**config.mk**
```make
export PLATFORM = sky130hd
export DESIGN_NAME = ysyx_22051086_lsu_stage
export DESIGN_NICKNAME = d
export VERILOG_FILES = /design/src/rtl/ysyx_22051086_lsu_stage.sv
export SDC_FILE = /design/constraint.sdc
export NUM_CORES = 1
export LEC_CHECK = 0
export CAP_MARGIN = 10
export CORE_AREA = 4 4 270 272
export DETAILED_ROUTE_END_ITERATION = 7
export DIE_AREA = 0 0 274 276
export SKIP_LAST_GASP = 1
export SLEW_MARGIN = 30
export SYNTH_ARGS = -nofsm -noshare
export SYNTH_HDL_FRONTEND = slang
export SYNTH_SLANG_ARGS = --single-unit
export TNS_END_PERCENT = 5
```
**constraint.sdc**
```tcl
create_clock -name clk -period 15.53 [get_ports clk]
set_input_delay 1.553 -clock clk [delete_from_list [all_inputs] [get_ports clk]]
set_output_delay 1.553 -clock clk [all_outputs]
set_load 0.02 [all_outputs]
```
**src/rtl/ysyx_22051086_lsu_stage.sv**
```systemverilog
// Load/store pipeline stage: issues the data-memory read for loads, aligns and extends
// the returned beat, selects the writeback result and drives the LS forwarding bus.
module ysyx_22051086_lsu_stage #(
  parameter int BUS_IN_W  = 348,
  parameter int BUS_OUT_W = 134,
  parameter int FWD_W     = 71
) (
  input  logic                 clk,
  input  logic                 rst,
  input  logic                 ex_to_ls_valid,
  output logic                 ls_allowin,
  input  logic [BUS_IN_W-1:0]  ex_to_ls_bus,
  input  logic                 wb_allowin,
  output logic                 ls_to_wb_valid,
  output logic [BUS_OUT_W-1:0] ls_to_wb_bus,
  output logic                 dmem_rreq,
  output logic [63:0]          dmem_raddr,
  input  logic                 dmem_rready,
  input  logic                 dmem_rvalid,
  input  logic [63:0]          dmem_rdata,
  output logic [FWD_W-1:0]     ls_fwd_bus
);

  typedef struct packed {
    logic [63:0] pc;
    logic [63:0] raddr;
    logic [63:0] waddr;
    logic [7:0]  wmask;
    logic        load;
    logic        ld;
    logic        lwu;
    logic        lw;
    logic        lh;
    logic        lhu;
    logic        lbu;
    logic        lb;
    logic [2:0]  raddr_offset;
    logic        store;
    logic        reg_wen;
    logic [4:0]  reg_waddr;
    logic        csr;
    logic [63:0] csr_rdata;
    logic        special_64;
    logic [63:0] alu_res;
  } ex_bus_t;

  typedef enum logic [1:0] {
    IDLE = 2'd0,
    REQ  = 2'd1,
    WAIT = 2'd2,
    DONE = 2'd3
  } state_e;

  ex_bus_t     in_bus;
  ex_bus_t     bus_q, bus_d;
  state_e      state_q, state_d;
  logic        ls_valid_q, ls_valid_d;
  logic [63:0] data_buf_q, data_buf_d;
  logic        ls_ready_go;
  logic        capture;
  logic [63:0] shifted;
  logic [63:0] load_data;
  logic [63:0] result;
  logic        block_valid;
  logic        wen_valid;
  logic        unused_bits;

  assign in_bus = ex_to_ls_bus;

  // Ready-to-go is only asserted where the stage holds a final result.
  always_comb begin
    ls_ready_go = 1'b0;
    case (state_q)
      IDLE:    ls_ready_go = 1'b1;
      DONE:    ls_ready_go = 1'b1;
      default: ls_ready_go = 1'b0;
    endcase
  end

  assign ls_allowin     = !ls_valid_q || (ls_ready_go && wb_allowin);
  assign capture        = ex_to_ls_valid && ls_allowin;
  assign ls_to_wb_valid = ls_valid_q && ls_ready_go;

  // Next-state logic for the pipeline latch and the read-request FSM.
  always_comb begin
    state_d    = state_q;
    ls_valid_d = ls_valid_q;
    bus_d      = bus_q;
    data_buf_d = data_buf_q;
    if (ls_allowin) begin
      ls_valid_d = ex_to_ls_valid;
    end else begin
      ls_valid_d = ls_valid_q;
    end
    if (capture) begin
      bus_d = in_bus;
    end else begin
      bus_d = bus_q;
    end
    case (state_q)
      IDLE, DONE: begin
        // A late response here is dropped; only a fresh load capture starts a request.
        if (ls_allowin) begin
          state_d = (capture && in_bus.load) ? REQ : IDLE;
        end else begin
          state_d = state_q;
        end
      end
      REQ: begin
        if (dmem_rready && dmem_rvalid) begin
          state_d    = DONE;
          data_buf_d = dmem_rdata;
        end else if (dmem_rready) begin
          state_d = WAIT;
        end else begin
          state_d = state_q;
        end
      end
      WAIT: begin
        if (dmem_rvalid) begin
          state_d    = DONE;
          data_buf_d = dmem_rdata;
        end else begin
          state_d = state_q;
        end
      end
      default: state_d = IDLE;
    endcase
  end

  // Control state and read buffer, cleared by reset.
  always_ff @(posedge clk or negedge rst) begin
    if (!rst) begin
      state_q    <= IDLE;
      ls_valid_q <= 1'b0;
      data_buf_q <= 64'd0;
    end else begin
      state_q    <= state_d;
      ls_valid_q <= ls_valid_d;
      data_buf_q <= data_buf_d;
    end
  end

  // Instruction payload latch; qualified by ls_valid_q so it needs no reset.
  always_ff @(posedge clk) begin
    bus_q <= bus_d;
  end

  assign dmem_rreq  = (state_q == REQ);
  assign dmem_raddr = {bus_q.raddr[63:3], 3'b000};

  // Aligned sub-word accesses all start at byte offset o, so one shift serves them all.
  assign shifted = data_buf_q >> {bus_q.raddr_offset, 3'b000};

  // Load extraction and result selection.
  always_comb begin
    load_data = data_buf_q;
    result    = bus_q.alu_res;
    if (bus_q.ld) begin
      load_data = data_buf_q;
    end else if (bus_q.lw) begin
      load_data = {{32{shifted[31]}}, shifted[31:0]};
    end else if (bus_q.lwu) begin
      load_data = {32'd0, shifted[31:0]};
    end else if (bus_q.lh) begin
      load_data = {{48{shifted[15]}}, shifted[15:0]};
    end else if (bus_q.lhu) begin
      load_data = {48'd0, shifted[15:0]};
    end else if (bus_q.lb) begin
      load_data = {{56{shifted[7]}}, shifted[7:0]};
    end else if (bus_q.lbu) begin
      load_data = {56'd0, shifted[7:0]};
    end else begin
      load_data = data_buf_q;
    end
    if (bus_q.load) begin
      result = load_data;
    end else if (bus_q.csr) begin
      result = bus_q.csr_rdata;
    end else if (bus_q.special_64) begin
      result = {{32{bus_q.alu_res[31]}}, bus_q.alu_res[31:0]};
    end else begin
      result = bus_q.alu_res;
    end
  end

  assign ls_to_wb_bus = {bus_q.pc, bus_q.reg_wen, bus_q.reg_waddr, result};

  assign block_valid = ls_valid_q && bus_q.load && (state_q != DONE);
  assign wen_valid   = ls_valid_q && bus_q.reg_wen;
  assign ls_fwd_bus  = ls_valid_q ? {block_valid, wen_valid, bus_q.reg_waddr, result}
                                  : {FWD_W{1'b0}};

  assign unused_bits = ^{bus_q.raddr[2:0], bus_q.waddr, bus_q.wmask, bus_q.store,
                         shifted[63:32]};

endmodule

```
==> impl_results.md <==
- Status: completed
- Die Y: 276 microns
- DRT Pass-1 Iters: 5
- Critical hold path startpoint: data_buf_q[5]
- Net Sw Power: 1.87 mW
- Setup_tns: 0 ns
- Core area: 70,800 sq um
- WHS: 0.534 ns
- Clock sink count: 339
- Clock latency on the worst-skew pair: 0.58 ns
- Pins Over Slew Limit: 0
- Internal Power: 2.83 mW
- Cell Rows: 98
- Max_cap viols: 0
- Final nets: 2,251
- Die area: 75,600 sq um
- Startpoint Class: register
- P_leak: 8.71 nW
- PD cells: 190 nW/um^2
- Post-route minimum period: 6.77 ns
- Ys Warns: 0
- Post-synth cell types: 53
- Crit Path Max Fanout: 38
- Synth-to-layout area growth: 44.5%
- Htree depth: 2
- R2r worst-path depth: 7
- Ys flop type: edfxtp_1
- Fmax: 0.148 GHz
- Final Cycle Share: 43.6%
- XOR/XNOR Fraction of Synth Area: 0%
- Starting density of the core: 24.2%
- Fin worst setup slack: 8.76 ns
- PortBufs: 610
- Hold endpoint: data_buf_q[5]
- Clock power share: 22.0%
- Fraction of the mapped netlist area in simple logic gates: 7.96%
- Clock skew: 0.0170 ns
- Hold Crit Depth: 1
- Design area: 24,700 sq um
- WP data arrival: 5.22 ns
- Vias in the first global route: 13,311
- Hold crit path type: register to register
- Layout cells sized above 1: 11.2%
- Gpl congestion: 0.867
- Total Routing Usage GR: 17.7%
- Post-DP HPWL: 53.6 mm
- Pin count of the biggest net entering global routing: 78
- Average instance area after synthesis: 12.4 sq um
- Initial antenna violation count: 10
- Final WL: 69.7 mm
- Combinational share of power: 45.0%
- Post-synthesis sequential area ratio: 57.6%
- Via count: 13,022
- DP Area: 23,200 sq um
- Fin cells: 2,822
- Critical path class: register to output pin
- RR Startpoint: state_q[0]
- Inst Count DP: 2,735
- Setup Fix Bufs, Post-CTS: 0
- Slew @ Worst Pin: 0.943 ns
- Synth async-reset ratio: 19.8%
- Largest family of logic cells by synthesized area: multiplexers
- Post-Place Worst Slack: 9.37 ns
- Fin. Hold Viols: 0
- FF+latch count, synth: 339
- DR iter-0 viols: 917
- First-pass GRT wire length: 97.5 mm
- Cells after Synth: 1,378
- Post-detailed-route count of antenna-violating nets: 0
- RSZ-0062 raised after global routing: false
- R2R setup slack: 12.14 ns
- Compound-Gate Fraction of Synth Area: 11.4%
- Clk pin slew, worst setup/hold paths: 0.06 ns
- DIE WIDTH: 274 microns
- Setup violations, final: 0
- Post-synth EDFFs: 272
- WP data required: 13.98 ns
- Reg-to-reg endpoint: ls_to_wb_bus[90]
- I/O Pins: 690
- WL per Instance: 24.7 microns
- Peak supply drop: 0.106 mV
- Mux cell area share after synthesis: 14.0%
- Share of power burned in registers: 33.1%
- Clock buffer depth: 3
- # resized after CTS: 0
- GRT overflow: 0
- Area share of fa/ha/maj cells after synthesis: 0.219%
- Num CTS Buffers: 43
- DRC: 0
- Crit. End Element: output pin
- Rel. slew slack: 36.7%
- Net Sw Frac: 39.8%
- Routed vias/inst: 4.61
- CTS tree: done
- Synthesized cell area: 17,100 sq um
- CTS root buffer: clkbuf_16
- Hold Buf Count CTS: 0
through the flow:
stage | utilization, % | total power [mW]
floorplan | - | 2.73
global placement | 32.7 | 3.67
detailed placement | 32.8 | 3.71
CTS | 34.9 | 4.76
global route | 34.9 | 4.93
finish | 34.9 | 4.69
cell type report:
cell class / instances / area, sq um
Fill cell: 6957 / 46000
Sequential cell: 339 / 9840
Timing Repair Buffer: 636 / 6360
Multi-Input combinational cell: 800 / 5820
Tap cell: 950 / 1190
Clock buffer: 54 / 1120
Clock inverter: 25 / 329
Inverter: 10 / 37.5
Antenna cell: 8 / 20.0
layer usage:
metal  vias up  global-route usage [%]  part of all wire, %
met3        77                    5.73                  9.6
li1       5912                       -                    -
met4         6                    3.62                  1.8
met1      6387                    22.1                   40
met2       640                    30.2                   49
met5         -                       0                0.059
registers in the layout, summed over array words and instances (netlist names):
register / cells
bus_q: 141
ls_valid_q: 1
ls_to_wb_bus: 70
data_buf_q: 64
dmem_raddr: 61
state_q: 2
cell usage in the layout, fill, tap and decap left out, types with 3 or more instances in the layout:
cell             instances
a221oi_1                 7
o221ai_1                 4
o22ai_1                 19
a211oi_1                13
or3_1                    7
nand2_1                 83
a41oi_1                  3
edfxtp_1               272
nor2b_1                  9
nand3b_1                33
mux4_2                  22
o21ai_1                 62
clkinv_4                 3
a31oi_1                  8
a21oi_1                103
clkbuf_16               43
nand2b_1                11
clkbuf_1                11
mux2i_1                101
clkinv_1                 7
nand3_1                 10
and3_1                   8
and2_1                  57
buf_6                    4
conb_1                   3
a221o_1                  3
a211oi_2                 3
diode_2                  8
o21ai_0                 88
dfrtp_1                 67
a311oi_1                 4
ha_1                     3
bufinv_16                6
o211a_1                  4
mux2_2                  76
clkdlybuf4s50_1        609
buf_4                   20
nor2_1                  26
inv_1                    8
clkinv_2                 5
worst max path at each step:
stage	cells after the start	from	slack [ns]	to
floorplan	3	wb_allowin	6.85	bus_q[0]
global placement	8	bus_q[137]	9.40	ls_fwd_bus[26]
detailed placement	8	bus_q[137]	9.37	ls_fwd_bus[26]
CTS	8	bus_q[137]	8.74	ls_fwd_bus[26]
global route	8	bus_q[137]	8.50	ls_fwd_bus[26]
finish	8	bus_q[137]	8.76	ls_fwd_bus[26]
synth_stat cells (13+ instances only):
master	count	share of area, %
a211oi_1	13	0.57
a21oi_1	105	3.1
and2_1	58	2.1
buf_4	139	6.1
clkbuf_1	62	1.4
dfrtp_1	67	9.8
edfxtp_1	272	48
mux2_2	76	5.0
mux2i_1	101	5.9
mux4_2	22	2.9
nand2_1	84	1.8
nand3b_1	33	1.4
nor2_1	26	0.57
o21ai_0	88	2.6
o21ai_1	62	1.8
o22ai_1	19	0.69
critical path: stages (launching register included):
cell             delay [ns]
edfxtp_1               0.37
buf_4                  0.49
buf_4                  0.59
mux2_2                 0.43
mux4_2                 0.60
a2bb2oi_2              0.39
and2_1                 0.75
a311oi_1               0.34
clkdlybuf4s50_1        0.67
power groups by stage:
stage	combinational, mW	sequential [mW]	clock [mW]
after global routing	2.25	1.59	1.10
final	2.11	1.55	1.03
after detailed placement	2.12	1.58	0
after CTS	2.13	1.57	1.06
after floorplan	1.27	1.46	0
after global placement	2.09	1.58	0
logic make-up (layout without fill, tap and decap cells):
family / count (synthesis) / in the layout
AND/OR/NAND/NOR: 256 / 256
buffers and inverters: 241 / 725
multiplexers: 201 / 201
adder cells (fa/ha/maj): 3 / 3
other: 1 / 11
flip-flops: 339 / 339
AO/OA/AOI/OAI: 337 / 337
Power figures use the tool's default switching activity.
